$ cat src/rtl/pc_pkg.sv
// pc_pkg: shared types and constants for the fetch-PC generator.
// Holds the address type, the reset vector and the redirect-source enum
// used both by the pc_gen priority mux and by testbench coverage.
package pc_pkg;

   typedef logic [31:0] addr_t;

   localparam addr_t RESET_VECTOR = 32'hbfc00000;

   // Which source wins the next-PC selection on a given edge.
   // REDIR_NONE means pc_q holds (stall, with or without a buffered capture).
   typedef enum logic [2:0] {
      REDIR_NONE,
      REDIR_FLUSH,
      REDIR_PEND,
      REDIR_BRANCH,
      REDIR_SEQ
   } redir_src_e;

   // Start of the next fetch group: align down to the group size, then step
   // one group. Wraps modulo 2^32 with no special handling.
   function automatic addr_t seq_next(addr_t pc, addr_t group_bytes);
      return (pc & ~(group_bytes - addr_t'(1))) + group_bytes;
   endfunction

endpackage

$ cat src/rtl/pc_gen_if.sv
// pc_gen_if: control inputs and fetch-address outputs of pc_gen.
// master = the front-end driving stalls/redirects, slave = pc_gen itself.
interface pc_gen_if #(
   parameter int FETCH_WIDTH = 1
);
   import pc_pkg::*;

   localparam int SLOT_W = $clog2(FETCH_WIDTH) + 1;

   logic              en;
   logic              flush;
   addr_t             new_pc;
   logic              branch_flag_i;
   addr_t             branch_target_address_i;
   addr_t             pc;
   logic [SLOT_W-1:0] pc_slots;
   logic              redirect_pending;
   logic              pc_adel;

   modport master (
      output en, flush, new_pc, branch_flag_i, branch_target_address_i,
      input  pc, pc_slots, redirect_pending, pc_adel
   );

   modport slave (
      input  en, flush, new_pc, branch_flag_i, branch_target_address_i,
      output pc, pc_slots, redirect_pending, pc_adel
   );

endinterface

$ cat src/rtl/pc_redirect_buf.sv
// pc_redirect_buf: one-entry holding register for a branch redirect that
// arrives while fetch is stalled. clear wins over capture; a new capture
// overwrites whatever is held.
module pc_redirect_buf
   import pc_pkg::*;
(
   input  logic  clk,
   input  logic  rst,
   input  logic  capture,
   input  logic  clear,
   input  addr_t target,
   output logic  valid,
   output addr_t target_q
);

   // Buffered redirect state: reset drops it, clear consumes it, capture loads it.
   always_ff @(posedge clk) begin
      if (rst) begin
         valid    <= 1'b0;
         target_q <= '0;
      end else if (clear) begin
         valid    <= 1'b0;
         target_q <= '0;
      end else if (capture) begin
         valid    <= 1'b1;
         target_q <= target;
      end
   end

endmodule

$ cat src/rtl/pc_gen.sv
// pc_gen: fetch-group PC generator with stall, flush and branch redirect.
// Optional macro PC_ADEL_CHECK_EN enables the misaligned fetch-address flag
// (pc_adel) and collapses pc_slots to 1 while it is raised; undefined, the
// flag is tied low and no check logic exists.
module pc_gen
   import pc_pkg::*;
#(
   parameter addr_t RESET_PC    = RESET_VECTOR,
   parameter int    FETCH_WIDTH = 1
)(
   input  logic     clk,
   input  logic     rst,
   pc_gen_if.slave  bus
);

   localparam int    LOG_FW      = $clog2(FETCH_WIDTH);
   localparam int    SLOT_W      = LOG_FW + 1;
   localparam addr_t GROUP_BYTES = addr_t'(4 * FETCH_WIDTH);

   addr_t             pc_q;
   addr_t             pc_next;
   addr_t             pc_out;
   redir_src_e        redir_src;
   logic              pend_valid;
   addr_t             pend_target;
   logic              pend_capture;
   logic              pend_clear;
   logic              adel;
   logic [SLOT_W-1:0] slots_raw;

   // Redirect priority: flush, then held redirect, then live branch, then sequential.
   always_comb begin
      redir_src = REDIR_NONE;
      if (bus.flush) begin
         redir_src = REDIR_FLUSH;
      end else if (bus.en) begin
         if (pend_valid)
            redir_src = REDIR_PEND;
         else if (bus.branch_flag_i)
            redir_src = REDIR_BRANCH;
         else
            redir_src = REDIR_SEQ;
      end
   end

   // Next-PC mux driven by the selected redirect source.
   always_comb begin
      pc_next = pc_q;
      case (redir_src)
         REDIR_FLUSH:  pc_next = bus.new_pc;
         REDIR_PEND:   pc_next = pend_target;
         REDIR_BRANCH: pc_next = bus.branch_target_address_i;
         REDIR_SEQ:    pc_next = seq_next(pc_q, GROUP_BYTES);
         default:      pc_next = pc_q;
      endcase
   end

   // Fetch PC register.
   always_ff @(posedge clk) begin
      if (rst)
         pc_q <= RESET_PC;
      else
         pc_q <= pc_next;
   end

   // A branch seen during a stall is parked; a flush discards it, and the
   // first advancing edge consumes it (dropping any simultaneous branch).
   assign pend_capture = !bus.flush && !bus.en && bus.branch_flag_i;
   assign pend_clear   = (redir_src == REDIR_FLUSH) || (redir_src == REDIR_PEND);

   pc_redirect_buf u_redirect_buf (
      .clk      (clk),
      .rst      (rst),
      .capture  (pend_capture),
      .clear    (pend_clear),
      .target   (bus.branch_target_address_i),
      .valid    (pend_valid),
      .target_q (pend_target)
   );

   // Flush target is visible in the same cycle through this bypass.
   assign pc_out = bus.flush ? bus.new_pc : pc_q;

   // Slots left in the group from the word offset of pc within the group.
   generate
      if (FETCH_WIDTH == 1) begin : g_single
         assign slots_raw = 1'b1;
      end else begin : g_multi
         assign slots_raw = SLOT_W'(FETCH_WIDTH) - {1'b0, pc_out[LOG_FW+1:2]};
      end
   endgenerate

`ifdef PC_ADEL_CHECK_EN
   // Misaligned address still issues, but only the faulting slot is presented.
   assign adel         = |pc_out[1:0];
   assign bus.pc_slots = adel ? SLOT_W'(1) : slots_raw;
`else
   assign adel         = 1'b0;
   assign bus.pc_slots = slots_raw;
`endif

   assign bus.pc               = pc_out;
   assign bus.pc_adel          = adel;
   assign bus.redirect_pending = pend_valid;

endmodule

$ cat src/flat_wrapper.sv
// flat-port wrapper written by rule: the top's interface ports become plain ports
module pc_gen_flat import pc_pkg::*;
#(
   parameter addr_t RESET_PC    = RESET_VECTOR,
   parameter int    FETCH_WIDTH = 1
)
  (clk, rst, bus_en, bus_flush, bus_new_pc, bus_branch_flag_i, bus_branch_target_address_i, bus_pc, bus_pc_slots, bus_redirect_pending, bus_pc_adel);
  pc_gen_if #(.FETCH_WIDTH(FETCH_WIDTH)) bus_i ();
  input  logic clk;
  input  logic rst;
  input wire logic [$bits(bus_i.en)-1:0] bus_en;
  input wire logic [$bits(bus_i.flush)-1:0] bus_flush;
  input wire logic [$bits(bus_i.new_pc)-1:0] bus_new_pc;
  input wire logic [$bits(bus_i.branch_flag_i)-1:0] bus_branch_flag_i;
  input wire logic [$bits(bus_i.branch_target_address_i)-1:0] bus_branch_target_address_i;
  output wire logic [$bits(bus_i.pc)-1:0] bus_pc;
  output wire logic [$bits(bus_i.pc_slots)-1:0] bus_pc_slots;
  output wire logic [$bits(bus_i.redirect_pending)-1:0] bus_redirect_pending;
  output wire logic [$bits(bus_i.pc_adel)-1:0] bus_pc_adel;
  assign bus_i.en = bus_en;
  assign bus_i.flush = bus_flush;
  assign bus_i.new_pc = bus_new_pc;
  assign bus_i.branch_flag_i = bus_branch_flag_i;
  assign bus_i.branch_target_address_i = bus_branch_target_address_i;
  assign bus_pc = bus_i.pc;
  assign bus_pc_slots = bus_i.pc_slots;
  assign bus_redirect_pending = bus_i.redirect_pending;
  assign bus_pc_adel = bus_i.pc_adel;
  pc_gen #(.RESET_PC(RESET_PC), .FETCH_WIDTH(FETCH_WIDTH)) u_core (.clk(clk), .rst(rst), .bus(bus_i));
endmodule
$ cat config.mk
export PLATFORM = sky130hd
export DESIGN_NAME = pc_gen_flat
export DESIGN_NICKNAME = d
export VERILOG_FILES = /design/src/rtl/pc_pkg.sv /design/src/rtl/pc_gen_if.sv /design/src/rtl/pc_redirect_buf.sv /design/src/rtl/pc_gen.sv /design/src/flat_wrapper.sv
export SDC_FILE = /design/constraint.sdc
export NUM_CORES = 1
export LEC_CHECK = 0
export CORE_MARGIN = 2
export CORE_UTILIZATION = 25
export DETAILED_ROUTE_END_ITERATION = 7
export MAX_ROUTING_LAYER = met4
export PLACE_DENSITY = 0.48
export REMOVE_ABC_BUFFERS = 1
export SYNTH_ARGS = -nofsm -noshare
export SYNTH_HDL_FRONTEND = slang
export SYNTH_SLANG_ARGS = --single-unit
$ cat constraint.sdc
create_clock -name clk -period 2.29 [get_ports clk]
set_clock_uncertainty 0.15 [all_clocks]
set_input_delay 0.3435 -clock clk [delete_from_list [all_inputs] [get_ports clk]]
set_output_delay 0.3435 -clock clk [all_outputs]
set_load 0.01 [all_outputs]
==> metrics.yaml <==
clock_network:
  clk_path_buf_depth: 2
  cts_root_buffer: "clkbuf_16"
  clk_pin_slew_worst_paths_ns: 0.05
  insertion_delay_ns: 0.33
  cts_tree: "done"
  numCtsBuffers: 9
  numClockSinks: 65
  cts.htree.levels: 3
power:
  p_leak_nw: 1.99
  power_density_nw_per_um2: 576
  internal_power_mw: 2.48
  switching_share: 0.261
  pwr-share-clk: 0.431
  ir_drop_uv: 363
  p_switching_uw: 876
  combPwrFrac: 0.201
  power_frac_seq: 0.368
  finalPower_mw: 3.36
synth:
  synth_compound_area_frac: 0.256
  synth.distinct_cells: 50
  avgSynthCellArea_um2: 7.95
  yosys.area_share.simple: 0.233
  synthesis.area_um2: 4060
  synthCells: 511
  yosysSeqAreaShare: 0.320
  synth-adder-area-share: 0.00308
  post_synth_mux_area_share: 0.0659
  async_flop_share: 0
  synth_xor_area_frac: 0.0539
  synth_edf_count: 0
  synth_warnings: 0
  synth_top_family_by_area: "compound AO/OA/AOI/OAI gates"
  synthFlopType: "dfxtp_1"
  ys_seq_elements: 65
detailed_routing:
  wl_met1_mm: 6.64
  viasPerCell: 4.98
  wl_met2_mm: 6.27
  ant_nets: 0
  dr.first_iter.drc_count: 253
  wl_met3_um: 669
  finalWirelength_mm: 13.7
  firstDrtPassIters: 7
  drc_errors: 0
  highest_layer: "met4"
  vias: 4175
  wl_per_cell_um: 16.4
timing:
  final-max-slew-violation-count: 0
  rsz0062_at_grt: "no"
  period_minus_slack_ns: 2.17
  tns_ns: 0
  hold_viol_final: 0
  max_slew_margin: 0.643
  fin_hold_ws_ns: 0.310
  fin_ws_ns: 0.123
  setup_viol: 0
  tightest_slew_ns: 0.535
  fmax_mhz: 461
  finalCritPeriodShare: 0.946
layout:
  finalNonFillerCells: 838
  stdcell_area_um2: 5830
  drive_above_1_share: 0.186
  area_delta_synth_final_pct: 43.7
  fillers: 1666
  antenna_cells_inserted: 0
  fin_nets: 687
  final_core_util: 0.367
place:
  place_inst: 822
  gp_congestion: 0.819
  dp_slack_ns: 0.00422
  hpwl_mm: 10.0
  io_buffers: 101
  placed_area_um2: 5520
worst_hold_path:
  worstHoldStart: "u_core.u_redirect_buf.target_q[7]"
  hp-class: "register to register"
  hold_end: "u_core.u_redirect_buf.target_q[7]"
  hold_depth: 2
floorplan:
  pin_count: 104
  die-area_um2: 17300
  fp.dieW_um: 131
  initial_core_util: 0.256
  fp-row-count: 46
  core_area_um2: 15900
  die_h_um: 131
worst_setup_path:
  start_kind: "register"
  timing.rr.end: "u_core.pc_q[27]"
  reg2reg_slack_ns: 0.29
  required_ns: 1.80
  worstPathMaxFanout: 6
  endpoint_kind: "output pin"
  reg2reg_depth: 5
  worst-setup-path-type: "register to output pin"
  timing.rr.start: "u_core.pc_q[13]"
  cp_data_arrival_time_ns: 1.67
global_route:
  grt_use_total: 0.166
  grt_pass1_vias: 4174
  grt_max_degree: 44
  overflow: 0
  antenna_found_initial: 0
  grt_pass1_wl_mm: 22.7
run:
  drv_cap: 0
outcome:
  status: "finished clean"
## routing by layer
metal	track usage	up-vias
li1	-	2055
met1	0.225	1982
met2	0.256	126
met3	0.0328	12
met4	0.0380	0
met5	-	-
## synth_stat cells (3+ instances only)
cell type | n | area share
o21ai_1 | 7 | 0.0086
nor4_1 | 6 | 0.0092
dfxtp_1 | 65 | 0.32
buf_4 | 3 | 0.0055
a221oi_1 | 25 | 0.054
nor3_1 | 4 | 0.0049
xor2_1 | 8 | 0.017
a21oi_1 | 29 | 0.036
nand3_1 | 25 | 0.031
clkbuf_1 | 27 | 0.025
o21a_1 | 3 | 0.0055
nor2_1 | 12 | 0.011
and3_1 | 5 | 0.0077
mux2_2 | 22 | 0.061
inv_1 | 12 | 0.011
xnor2_1 | 17 | 0.037
a22oi_1 | 3 | 0.0055
o21ai_0 | 19 | 0.023
a21oi_2 | 29 | 0.063
nand4_1 | 5 | 0.0077
buf_6 | 4 | 0.011
nand2b_1 | 17 | 0.026
nand2_1 | 98 | 0.091
and4_1 | 5 | 0.011
buf_2 | 9 | 0.011
o22ai_1 | 9 | 0.014
a221o_1 | 8 | 0.020
## critical path, cell delays in order, from the launching register on
cell,delay [ns]
dfxtp_1,0.47
inv_1,0.13
o21ai_0,0.18
clkdlybuf4s50_1,0.56
## power by group through the flow
stage	logic (mW)	clock network, mW	registers (mW)
floorplan	0.261	0	1.25
global placement	0.676	0	1.26
detailed placement	0.675	0	1.26
CTS	0.681	1.49	1.23
global route	0.732	1.54	1.24
finish	0.674	1.45	1.24
## flip-flops by register name, indices dropped and copies added (netlist names)
name and cells:
u_core.pc_q 32, u_core.u_redirect_buf.target_q 32, u_core.u_redirect_buf.valid 1
## cells by family (layout without fill, tap and decap cells)
family | Yosys count | after routing
and+or+nand+nor | 191 | 191
AOI/OAI and AO/OA | 146 | 146
DFF | 65 | 65
buffers and inverters | 57 | 168
xor gates and xnor gates | 25 | 25
muxes | 24 | 24
other | 2 | 2
adders and majority gates | 1 | 1
## worst max path at each step
| stage | from | to | depth (start not counted) |
|---|---|---|---|
| final | u_core.pc_q[20] | bus_pc[20] | 3 |
| after floorplan | u_core.u_redirect_buf.valid | u_core.u_redirect_buf.valid | 3 |
| after CTS | u_core.pc_q[20] | bus_pc[20] | 3 |
| after detailed placement | bus_en | u_core.u_redirect_buf.target_q[5] | 7 |
| after global routing | u_core.pc_q[26] | bus_pc[26] | 3 |
| after global placement | bus_en | u_core.u_redirect_buf.target_q[6] | 7 |
## cells in the final DEF, fill, tap and decap left out, drive strengths merged, types with 2 or more instances in the layout
cell and count:
xor2 8, clkdlybuf4s50 100, buf 40, a221o 8, clkbuf 12, a222oi 2
a22oi 3, a21oi 58, inv 12, nand2 98, nand4 7, o21a 3
nor4 7, nand2b 17, and3 5, nor3 5, or3 2, conb 2
a21boi 2, and4 6, o21bai 2, clkinvlp 2, mux2i 2, o21ai 26
mux2 22, a211oi 2, o22ai 9, a221oi 25, dfxtp 65, o211ai 2
and2 2, o31ai 2, nand3 26, nor2 12, xnor2 17
## area by class of cell
class                      count  area, um^2  area share
clock inverter                 4        50.0     0.00858
sequential                    65        1300       0.223
timing repair buffer         140        1400       0.240
clock buffer                  12         267      0.0457
tap                          216         270      0.0463
inverter                      12        45.0     0.00772
multi-input combinational    389        2500       0.428
## timing repair
action / in CTS / in global routing
buffers inserted: 0 / 0
endpoints found under the hold margin: 0 / 0
endpoints found under the setup margin: 0 / 1
gates resized for setup: 0 / 1
hold buffers: 0 / 0
Power figures use the tool's default switching activity.
